==> src/rtl/snd_pdm_decimator_pkg.sv <==
// Shared sizing helpers for the PDM-to-PCM CIC decimator.
package snd_pdm_decimator_pkg;

    // Accumulator width that holds DECIM^ORDER without loss, plus one bit.
    function automatic int cic_acc_w(input int decim, input int order);
        return (order * $clog2(decim)) + 32'sd1;
    endfunction

    // True when v is a positive power of two.
    function automatic bit is_pow2(input int v);
        return (v > 32'sd0) && ((v & (v - 32'sd1)) == 32'sd0);
    endfunction

    // Legal parameter set for the decimator.
    function automatic bit cfg_ok(input int decim, input int order, input int out_bits);
        return is_pow2(decim) && (decim >= 32'sd4) &&
               (order >= 32'sd1) && (order <= 32'sd4) &&
               (out_bits >= 32'sd1) && (out_bits <= (cic_acc_w(decim, order) - 32'sd1));
    endfunction

endpackage

==> src/rtl/snd_pdm_decimator_comb.sv <==
// One registered CIC comb stage: on en, y <= x - previous x (modulo 2^W).
module snd_cic_comb
    import snd_pdm_decimator_pkg::*;
#(
    parameter int W = 25
) (
    input  logic         clk,
    input  logic         reset,
    input  logic         en,
    input  logic [W-1:0] x,
    output logic [W-1:0] y
);

    logic [W-1:0] prev_q;
    logic [W-1:0] prev_d;
    logic [W-1:0] y_q;
    logic [W-1:0] y_d;

    // Difference against the value captured at the previous enable.
    always_comb begin
        prev_d = prev_q;
        y_d    = y_q;
        if (en) begin
            y_d    = x - prev_q;
            prev_d = x;
        end else begin
            y_d    = y_q;
        end
    end

    // Stage state with synchronous reset.
    always_ff @(posedge clk) begin
        if (reset) begin
            prev_q <= {W{1'b0}};
            y_q    <= {W{1'b0}};
        end else begin
            prev_q <= prev_d;
            y_q    <= y_d;
        end
    end

    assign y = y_q;

endmodule

==> src/rtl/snd_pdm_decimator.sv <==
// CIC decimator turning the 1-bit snd stream into unsigned PCM samples
// behind a single-entry valid/ready output register.
module snd_pdm_decimator
    import snd_pdm_decimator_pkg::*;
#(
    parameter int DECIM    = 256,
    parameter int ORDER    = 3,
    parameter int OUT_BITS = 16
) (
    input  logic                clk,
    input  logic                reset,
    input  logic                snd_in,
    output logic [OUT_BITS-1:0] sample,
    output logic                out_valid,
    input  logic                out_ready,
    output logic                overrun
);

    localparam int ACC_W  = cic_acc_w(DECIM, ORDER);
    localparam int CNT_W  = $clog2(DECIM);
    localparam int WARM_W = $clog2(ORDER + 1);

    if (!cfg_ok(DECIM, ORDER, OUT_BITS)) begin : g_bad_cfg
        $error("snd_pdm_decimator: illegal DECIM/ORDER/OUT_BITS combination");
    end

    logic [ACC_W-1:0]    integ_q [ORDER];
    logic [ACC_W-1:0]    integ_d [ORDER];
    logic [CNT_W-1:0]    cnt_q;
    logic [CNT_W-1:0]    cnt_d;
    logic [ORDER-1:0]    en_q;
    logic [ORDER-1:0]    en_d;
    logic [WARM_W-1:0]   warm_q;
    logic [WARM_W-1:0]   warm_d;
    logic [OUT_BITS-1:0] sample_q;
    logic [OUT_BITS-1:0] sample_d;
    logic                valid_q;
    logic                valid_d;
    logic                overrun_q;
    logic                overrun_d;

    logic [ACC_W-1:0]    comb_y_s [ORDER];
    logic                strobe_s;
    logic                res_s;
    logic                keep_s;
    logic [ACC_W-1:0]    r_s;
    logic [OUT_BITS-1:0] sample_new_s;

    // Integrator cascade and decimation counter; both wrap by design.
    always_comb begin
        integ_d[0] = integ_q[0] + {{(ACC_W-1){1'b0}}, snd_in};
        for (int k = 1; k < ORDER; k++) begin
            integ_d[k] = integ_q[k] + integ_q[k-1];
        end
        cnt_d    = cnt_q + {{(CNT_W-1){1'b0}}, 1'b1};
        strobe_s = (cnt_q == {CNT_W{1'b1}});
    end

    // Enable token walking down the comb stages, one stage per cycle.
    always_comb begin
        en_d[0] = strobe_s;
        for (int k = 1; k < ORDER; k++) begin
            en_d[k] = en_q[k-1];
        end
    end

    for (genvar g = 0; g < ORDER; g++) begin : g_comb
        if (g == 0) begin : g_first
            snd_cic_comb #(.W(ACC_W)) u_comb (
                .clk   (clk),
                .reset (reset),
                .en    (strobe_s),
                .x     (integ_q[ORDER-1]),
                .y     (comb_y_s[0])
            );
        end else begin : g_next
            snd_cic_comb #(.W(ACC_W)) u_comb (
                .clk   (clk),
                .reset (reset),
                .en    (en_q[g-1]),
                .x     (comb_y_s[g-1]),
                .y     (comb_y_s[g])
            );
        end
    end

    // Full-scale input gives exactly 2^(ACC_W-1), which is clipped to the top code.
    assign r_s = comb_y_s[ORDER-1];
    always_comb begin
        if (r_s[ACC_W-1]) begin
            sample_new_s = {OUT_BITS{1'b1}};
        end else begin
            sample_new_s = r_s[ACC_W-2 -: OUT_BITS];
        end
    end

    if (ACC_W - 1 > OUT_BITS) begin : g_trunc
        logic unused_lo_s;
        assign unused_lo_s = ^r_s[ACC_W-OUT_BITS-2:0];
    end

    // Warm-up gating and single-entry output register with drop-on-full.
    always_comb begin
        res_s     = en_q[ORDER-1];
        keep_s    = res_s && (warm_q == WARM_W'(ORDER));
        warm_d    = warm_q;
        sample_d  = sample_q;
        valid_d   = valid_q;
        overrun_d = overrun_q;
        if (res_s && (warm_q != WARM_W'(ORDER))) begin
            warm_d = warm_q + {{(WARM_W-1){1'b0}}, 1'b1};
        end else begin
            warm_d = warm_q;
        end
        if (keep_s) begin
            if (!valid_q || out_ready) begin
                sample_d = sample_new_s;
                valid_d  = 1'b1;
            end else begin
                overrun_d = 1'b1;
            end
        end else if (valid_q && out_ready) begin
            valid_d = 1'b0;
        end else begin
            valid_d = valid_q;
        end
    end

    // All state, cleared by the synchronous reset.
    always_ff @(posedge clk) begin
        if (reset) begin
            for (int k = 0; k < ORDER; k++) begin
                integ_q[k] <= {ACC_W{1'b0}};
            end
            cnt_q     <= {CNT_W{1'b0}};
            en_q      <= {ORDER{1'b0}};
            warm_q    <= {WARM_W{1'b0}};
            sample_q  <= {OUT_BITS{1'b0}};
            valid_q   <= 1'b0;
            overrun_q <= 1'b0;
        end else begin
            for (int k = 0; k < ORDER; k++) begin
                integ_q[k] <= integ_d[k];
            end
            cnt_q     <= cnt_d;
            en_q      <= en_d;
            warm_q    <= warm_d;
            sample_q  <= sample_d;
            valid_q   <= valid_d;
            overrun_q <= overrun_d;
        end
    end

    assign sample    = sample_q;
    assign out_valid = valid_q;
    assign overrun   = overrun_q;

endmodule

==> config.mk <==
export PLATFORM = sky130hd
export DESIGN_NAME = snd_pdm_decimator
export DESIGN_NICKNAME = d
export VERILOG_FILES = /design/src/rtl/snd_pdm_decimator_pkg.sv /design/src/rtl/snd_pdm_decimator_comb.sv /design/src/rtl/snd_pdm_decimator.sv
export SDC_FILE = /design/constraint.sdc
export NUM_CORES = 1
export LEC_CHECK = 0
export CORE_AREA = 2 2 194 196
export CTS_BUF_LIST = sky130_fd_sc_hd__clkbuf_8 sky130_fd_sc_hd__clkbuf_16
export DETAILED_ROUTE_END_ITERATION = 10
export DIE_AREA = 0 0 196 198
export PLACE_DENSITY_LB_ADDON = 0.12
export SKIP_LAST_GASP = 1
export SLEW_MARGIN = 10
export SYNTH_ARGS = -nofsm -noshare
export SYNTH_HDL_FRONTEND = slang
export SYNTH_SLANG_ARGS = --single-unit
==> constraint.sdc <==
create_clock -name clk -period 2.3 [get_ports clk]
set_input_delay 0.69 -clock clk [delete_from_list [all_inputs] [get_ports clk]]
set_output_delay 0.69 -clock clk [all_outputs]
set_load 0.05 [all_outputs]
**Word-level counts from Yosys, hierarchy flattened**

Memory sizes are Yosys's and may differ from the RTL's.
Cells that the tools add are included.

- Bits in registers: 181
- RAM bits: 75
- Input port bits: 4
- Output and inout bits: 18
- Word-level logic and storage cells: 48
- Memories: 1

- Add/sub/neg operators: 8
- Equal/unequal tests: 4
- Mux-type cells: 10
- Bitwise gates (word level): 4
- Reductions and logical operators: 9

Memory list:

| memory | depth | bits a word | rd ports | clocked after Yosys merged registers in | write ports | RTL line | text |
|---|---|---|---|---|---|---|---|
| integ_q | 3 | 25 | 3 | 0 | 3 | snd_pdm_decimator.sv:27 | `logic [ACC_W-1:0] integ_q [ORDER];` |

Operators by type and width:

| kind | number |
|---|---|
| two-way mux 25 bit | 3 |
| subtractor 25 bit | 3 |
| adder 25 bit | 2 |
| adder 25 x 1 -> 25 bit | 1 |
| two-way mux 16 bit | 1 |
| adder 8 x 1 -> 8 bit (second input constant) | 1 |
| == test 8 bit (second input constant) | 1 |
| two-way mux 1 bit | 6 |
| AND reduction 2 bit | 3 |
| logical AND 1 bit | 3 |
| OR 1 bit | 3 |
| adder 2 x 1 -> 2 bit (second input constant) | 1 |
| == test 2 bit (second input constant) | 1 |
| inequality test 2 x 1 -> 1 bit (second input constant) | 1 |
| inequality test 2 bit (second input constant) | 1 |
| nonzero test 2 bit | 1 |
| logical NOT 1 bit | 1 |
| logical OR 1 bit | 1 |
| inverter 1 bit | 1 |

**Logic depth before layout (Yosys ltp)**

Gate-level depths: netlist of the first run.

- Depth in word-level cells: 4
- Gate-level depth with buffers: 11
- Gate-level depth less buffers: 11

**Hierarchy**

Synthesis of the first run repeated with hierarchy kept, for this count alone.

- Cell total of the unflattened synthesis: 1770
- Area, all modules: 14940.6 sq um

By module, submodules not included:

| module | times used | cells an instance | area an instance (sq um) | sequential area each (sq um) |
|---|---|---|---|---|
| snd_cic_comb at g_comb[1].g_next.u_comb ... | 2 | 360 | 2987.9 | 1001.0 |
| snd_pdm_decimator | 1 | 683 | 5936.9 | 2122.0 |
| snd_cic_comb at g_comb[0].g_first.u_comb | 1 | 367 | 3027.9 | 1001.0 |

**Worst setup path after synthesis of the first run**

Ideal clock, no wire load.

- Path type: reg2reg
- Start point: memory integ_q[0][25] in the netlist's numbering
- End point: memory integ_q[0][74] in the netlist's numbering
- Setup time: 0.123 ns
- Data arrival time: 2.465 ns
- Required time: 2.177 ns
- Setup slack: -0.288 ns
- Stages on the path, launching flop included: 11
- Buffers on the path: 0
- Clock period less this slack: 2.588 ns
- Path through: dfxtp_1 > ha_1 > fa_1 > a21o_1 > a21oi_1 > o21a_1 > o21ai_1 > a21oi_2 > o22ai_1 > o41a_1 > mux2_1

RTL lines:

| element | RTL line |
|---|---|
| start, declared | snd_pdm_decimator.sv:27 |

==> metrics.csv, run 1 <==
stage;metric;value;unit
clocking;Sink Count;248;
routing;via count of the routed design;12497;
timing;Final Skew;0.0334;ns
min_path;min-delay src;g_comb[0].g_first.u_comb.prev_q[20]$_SDFFE_PP0P_;
routing;1st-iter DRT viols;373;
timing;Final Max Tran Viols;0;
pwr;Pwr Density;525;mW/mm^2
worst_setup_path;Critical path origin;integ_q[0][36]$_SDFF_PP0_;
logic_synthesis;Mean Syn Cell Area;8.31;sq um
routing;Top Layer Used;met4;
grt;via count of the first global-routing pass;11983;
clocking;CTS H-Tree Depth;1;
worst_setup_path;Crit path required time;2.74;ns
logic_synthesis;Distinct cells, synth;78;
floorplanning;core area;0.0370;sq mm
routing;final wirelength;33200;microns
logic_synthesis;EDFF count, synth;0;
run;Max-Cap Viols;0;
place;gpl congestion;0.843;
layout;FF+latch area;0.00501;sq mm
layout;Area Overhead vs Synth;30.6;%
layout;final net count;2114;
routing;Via-to-Cell Ratio;5.04;
floorplanning;initial core utilization;0.394;
floorplanning;I/O pins;22;
status;outcome;finished with violations;
worst_setup_path;CP arrival;2.96;ns
logic_synthesis;Synth area leaders;dfxtp_1 34%, ha_1 11%, nor2_1 5.9%;
floorplanning;Die Ht;198;microns
grt;grt total ovfl;0;
timing;Setup-failing EPs final;23;
place;dpl cell area;0.0169;sq mm
timing;Final WS setup;-0.221;ns
place;Place WS;-0.380;ns
worst_setup_path;worst-path fanout max;2;
grt;largest net degree at the start of global routing;58;
logic_synthesis;Seq/Total Area, Yosys;0.341;
routing;Residual DRC;0;
worst_setup_path;Reg2Reg Setup Slack;-0.22;ns
timing;RSZ-0062 raised after global routing;true;
worst_setup_path;nature of the critical path endpoint;register;
floorplanning;Die Width;196;microns
logic_synthesis;warnings from Yosys;0;
timing;fmax;397;MHz
clocking;CTS tree;done;
pwr;Tot Pwr;0.00998;W
logic_synthesis;Syn Inst Count;1752;
grt;gr usage total;0.169;
clocking;CTS buffer count;30;
timing;fin crit share;1.10;
logic_synthesis;top-area cell type share of the netlist area;0.341;
place;dpl hpwl;23900;microns
clocking;clk buf depth;3;
grt;initial antenna violation count;0;
routing;Routed met2 length;16600;microns
layout;fill count;3547;
logic_synthesis;Syn Std Cell Area;0.0146;sq mm
layout;Layout Utilization;0.514;
routing;drt first pass iters;4;
clocking;CTS Root Cell;clkbuf_16;
logic_synthesis;most area-hungry cell type in the Yosys netlist;dfxtp_1;
logic_synthesis;Async SR Flop Fraction;0;
routing;wl on met1;14900;microns
routing;antenna violation net count after detailed routing;0;
timing;crit path time final;2.52;ns
logic_synthesis;Synth Net Count;1883;
clocking;Worst-path clk slew;0.06;ns
timing;Slew HR;0.527;
timing;final hold vios;0;
logic_synthesis;dominant synthesized flop cell;dfxtp_1;
pwr;VDD IR max;0.471;mV
clocking;Hold Buf Count CTS;0;
worst_setup_path;critical path type;reg -> reg;
routing;met3 wire length;741;microns
routing;WL/cell;13.4;microns
logic_synthesis;most frequent cell after synthesis;dfxtp_1;
timing;setup TNS;-1.64;ns
layout;post-route design area;0.0190;sq mm
pwr;Lkg Pwr;8.05;nW
place;PortBufs;21;
layout;layout cells sized above 1;0.241;
clocking;clk_lat worst skew;0.58;ns
timing;Least-Margin Pin Slew;0.704;ns
grt;first-pass GRT wire length;55600;microns
layout;Multi-input gate area;0.00978;sq mm
worst_setup_path;reg-to-reg startpoint;integ_q[0][36]$_SDFF_PP0_;
floorplanning;Die ar.;0.0388;sq mm
min_path;Hold Path Class;reg -> reg;
logic_synthesis;top cells by count, synth;248 x dfxtp_1, 230 x nor2_1, 149 x nand2_1;
worst_setup_path;CP Launch Type;register;
layout;# diodes;0;
status;violated checks;setup timing;
floorplanning;FP Rows;71;
logic_synthesis;Yosys reg bits;248;
final timing paths:
kind	end	cells past startpoint
hold reg to reg	g_comb[0].g_first.u_comb.prev_q[20]$_SDFFE_PP0P_	2
setup / recovery	integ_q[0][74]$_SDFF_PP0_	8
setup reg to reg	integ_q[0][74]$_SDFF_PP0_	8
hold / removal	g_comb[0].g_first.u_comb.prev_q[20]$_SDFFE_PP0P_	2
per-stage QoR:
| step | instances | hold WS (ns) |
|---|---|---|
| after detailed placement | 2391 | 0.445 |
| after global placement | 2391 | 0.430 |
| after floorplan | 1752 | 0.418 |
| final | 2480 | 0.452 |
| after global routing | 2480 | 0.467 |
| after CTS | 2465 | 0.447 |
per-layer routing:
metal | global-route usage | up-vias
met2 | 0.320 | 115
met5 | 0 | -
met1 | 0.197 | 5711
met3 | 0.0233 | 57
met4 | 0.0542 | 0
li1 | - | 6614
cells by family after synthesis:
family / synth area share
AO/OA/AOI/OAI: 0.192
XOR/XNOR: 0.0626
adder cells (fa/ha/maj): 0.111
buffers and inverters: 0.0459
flip-flops: 0.341
multiplexers: 0.0505
AND/OR/NAND/NOR: 0.197
sequential cells by signal, indices dropped and copies added, names as in the netlist:
| name | flops |
|---|---|
| en_q | 3 |
| integ_q | 75 |
| overrun | 1 |
| g_comb.g_next.u_comb.y | 42 |
| warm_q | 2 |
| cnt_q | 8 |
| sample | 16 |
| out_valid | 1 |
| g_comb.g_first.u_comb.prev_q | 25 |
| g_comb.g_next.u_comb.prev_q | 50 |
| g_comb.g_first.u_comb.y | 25 |
final cells by class:
type                    instances  area share
multi-input cells            1326       0.514
flip-flops and latches        248       0.263
repair buffers                271       0.115
clock buffers                  39      0.0460
well taps                     474      0.0312
inverters                     106      0.0211
clock inverters                16     0.00895
critical path, stage by stage, from the launching register on:
cell and delay (ns):
dfxtp_1 0.32, ha_1 0.31, a21o_1 0.20, a2111oi_0 0.52, nor2_1 0.10, a21oi_2 0.22, o22ai_2 0.09, o41a_1 0.32
mux2_1 0.31
power by group:
| part | switching (W) | internal (W) | leakage [nW] |
|---|---|---|---|
| registers | 0.0000391 | 0.00434 | 2.01 |
| logic | 0.000352 | 0.000386 | 5.50 |
| clock network | 0.00187 | 0.00299 | 0.534 |
| total | 0.00226 | 0.00772 | 8.05 |
cell usage in the layout, fill, tap and decap left out, types with 8 or more instances in the layout:
cell type,instances
dfxtp_2,30
dfxtp_1,217
a31oi_1,11
nand2_1,149
inv_1,104
buf_4,235
nor3_1,19
nor3b_1,14
o211ai_1,8
nand3_1,38
nand4_1,17
a211oi_1,27
or3_1,13
nor2b_1,20
xor2_1,55
and3_1,12
nand2b_1,30
a21oi_2,23
ha_4,26
ha_1,93
o21ai_1,11
clkbuf_16,30
buf_6,8
o21ai_2,12
xnor2_1,47
o21a_1,14
clkbuf_8,10
a21oi_1,107
a21o_1,57
o21bai_1,11
dlygate4sd2_1,18
nor2_1,226
o21ai_0,44
mux2i_1,70
what timing repair did:
| action | in CTS | in global routing |
|---|---|---|
| cloned | 0 | 0 |
| pin swaps | 56 | 70 |
| resized for setup | 91 | 108 |
| buffers inserted | 20 | 15 |
| hold endpoints to repair | 0 | 0 |
| setup endpoints to repair | 65 | 65 |
(Power assumes the default switching activity.)
==> inputs of run 2 (changes only) <==
- MAX_ROUTING_LAYER: not set -> met4
- TNS_END_PERCENT: not set -> 100
==> run 2 against run 1 <==
  * The run still ends with setup timing left
  * Count of clock-buffer cells in the layout shrank 5
  * Cell area grew 1.2%
  * Global-route usage grew 0.97 points
  * Combinational power grew 7.9%
  * Register-to-register slack is essentially flat
  * Clock power shrank 2%
  * Cell count grew 0.20%
  * Utilization grew 0.62 points
  * Critical path depth grew 4
  * Sequential cell count is the same
  * Critical path type unchanged
==> metrics.csv, run 2 (same netlist as run 1, synthesis figures left out) <==
stage;metric;value;unit
timing;Setup-failing EPs final;22;
floorplanning;core area;0.0370;sq mm
layout;layout cells sized above 1;0.252;
layout;most frequent cells in the layout;236 x buf_4, 225 x nor2_1, 213 x dfxtp_1, 148 x nand2_1;
layout;Layout Utilization;0.521;
routing;via count of the routed design;12494;
grt;met1 Use GR;0.197;
pwr;Pwr Density;515;mW/mm^2
routing;Via-to-Cell Ratio;5.03;
clocking;CTS buffer count;29;
floorplanning;I/O pins;22;
routing;Residual DRC;0;
timing;Final Max Tran Viols;0;
routing;WL/cell;13.5;microns
layout;final non-filler cell total;2485;
routing;final wirelength;33600;microns
layout;final net count;2120;
clocking;clk buf depth;3;
pwr;VDD IR max;0.909;mV
worst_setup_path;critical path type;reg -> reg;
routing;1st-iter DRT viols;332;
worst_setup_path;Crit path required time;2.80;ns
timing;final hold vios;0;
run;Max-Cap Viols;0;
grt;grt total ovfl;0;
place;gpl congestion;0.863;
timing;Slew HR;0.580;
grt;gr busiest metal;met2;
floorplanning;Die Width;196;microns
min_path;Hold Path Class;reg -> reg;
clocking;clk_lat worst skew;0.56;ns
layout;max reg flops;75;
worst_setup_path;worst-path fanout max;3;
routing;drt first pass iters;4;
routing;antenna violation net count after detailed routing;0;
clocking;Sink Count;248;
timing;crit path time final;2.51;ns
layout;Largest regs;integ_q (75), g_comb.g_next.u_comb.prev_q (50), g_comb.g_next.u_comb.y (42);
timing;Final Skew;0.0102;ns
floorplanning;Die ar.;0.0388;sq mm
clocking;Worst-path clk slew;0.06;ns
floorplanning;initial core utilization;0.394;
floorplanning;Die Ht;198;microns
timing;Least-Margin Pin Slew;0.625;ns
timing;fmax;399;MHz
timing;Final WS setup;-0.207;ns
floorplanning;FP Rows;71;
layout;most common cell after layout, fill and taps aside;buf_4;
layout;Area Overhead vs Synth;32.2;%
grt;via count of the first global-routing pass;12199;
layout;register with the most flip-flops;integ_q;
layout;post-route design area;0.0192;sq mm
timing;fin crit share;1.09;
pwr;Tot Pwr;0.00991;W
clocking;CTS tree;done;
status;outcome;finished with violations;
grt;met3 Resource Use GR;0.0232;
worst_setup_path;nature of the critical path endpoint;register;
worst_setup_path;CP arrival;3.01;ns
timing;setup TNS;-1.78;ns
grt;initial antenna violation count;0;
worst_setup_path;CP Launch Type;register;
grt;GRT met2 Usage;0.339;
layout;# diodes;0;
place;dpl hpwl;24000;microns
grt;gr usage total;0.179;
clocking;CTS H-Tree Depth;1;
place;dpl cell area;0.0170;sq mm
status;violated checks;setup timing;
pwr;Lkg Pwr;8.07;nW
grt;first-pass GRT wire length;56900;microns
timing;RSZ-0062 raised after global routing;true;
clocking;CTS Root Cell;clkbuf_16;
grt;largest net degree at the start of global routing;63;
place;placed cells;2395;
place;PortBufs;21;
==> run 2: cell type report <==
class	count	area, sq um
fill	3525	17700
multi-input combinational	1326	9970
sequential	248	5020
timing repair buffer	278	2260
clock buffer	34	795
tap	474	593
inverter	106	400
clock inverter	19	199
==> run 2: repair_timing <==
item                                   CTS  global route
endpoints found under the hold margin    0             0
gates resized for setup                122           123
setup buffers                           23            21
hold buffers                             0             0
setup endpoints to repair               69            69
pin swaps                               74            85
==> run 2: final timing paths <==
| check | start | to | slack [ns] | cells past startpoint |
|---|---|---|---|---|
| max | integ_q[0][50]$_SDFF_PP0_ | g_comb[0].g_first.u_comb.y[22]$_SDFFE_PP0P_ | -0.21 | 12 |
| min | cnt_q[0]$_SDFF_PP0_ | cnt_q[0]$_SDFF_PP0_ | 0.45 | 1 |
| max reg2reg | integ_q[0][50]$_SDFF_PP0_ | g_comb[0].g_first.u_comb.y[22]$_SDFFE_PP0P_ | -0.21 | 12 |
| min reg2reg | cnt_q[0]$_SDFF_PP0_ | cnt_q[0]$_SDFF_PP0_ | 0.45 | 1 |
==> run 2: per-layer routing <==
metal / share of wire / up-vias
li1: - / 6646
met1: 0.44 / 5693
met2: 0.51 / 98
met3: 0.019 / 57
met4: 0.023 / 0
met5: 0 / -
==> run 2: power by group <==
| part | leakage [nW] | internal, W | switching, W |
|---|---|---|---|
| registers | 2.02 | 0.00433 | 0.0000390 |
| logic | 5.54 | 0.000424 | 0.000371 |
| clock network | 0.507 | 0.00289 | 0.00185 |
| total | 8.07 | 0.00765 | 0.00226 |
==> run 2: worst max-delay path, stage by stage (launching register included) <==
cell and delay (ns):
dfxtp_2 0.35, buf_6 0.11, inv_4 0.03, ha_4 0.15, fa_2 0.33, nand2b_4 0.15, a21oi_2 0.12, o21a_1 0.16
o21a_1 0.17, a21o_1 0.23, a221oi_4 0.10, or4b_1 0.47, nand3_1 0.09
==> run 2: through the flow <==
stage / hold slack [ns] / setup WS [ns]
final: 0.451 / -0.207
after global routing: 0.476 / -0.328
after global placement: 0.432 / -0.374
after CTS: 0.454 / -0.251
after floorplan: 0.418 / -0.161
after detailed placement: 0.437 / -0.389
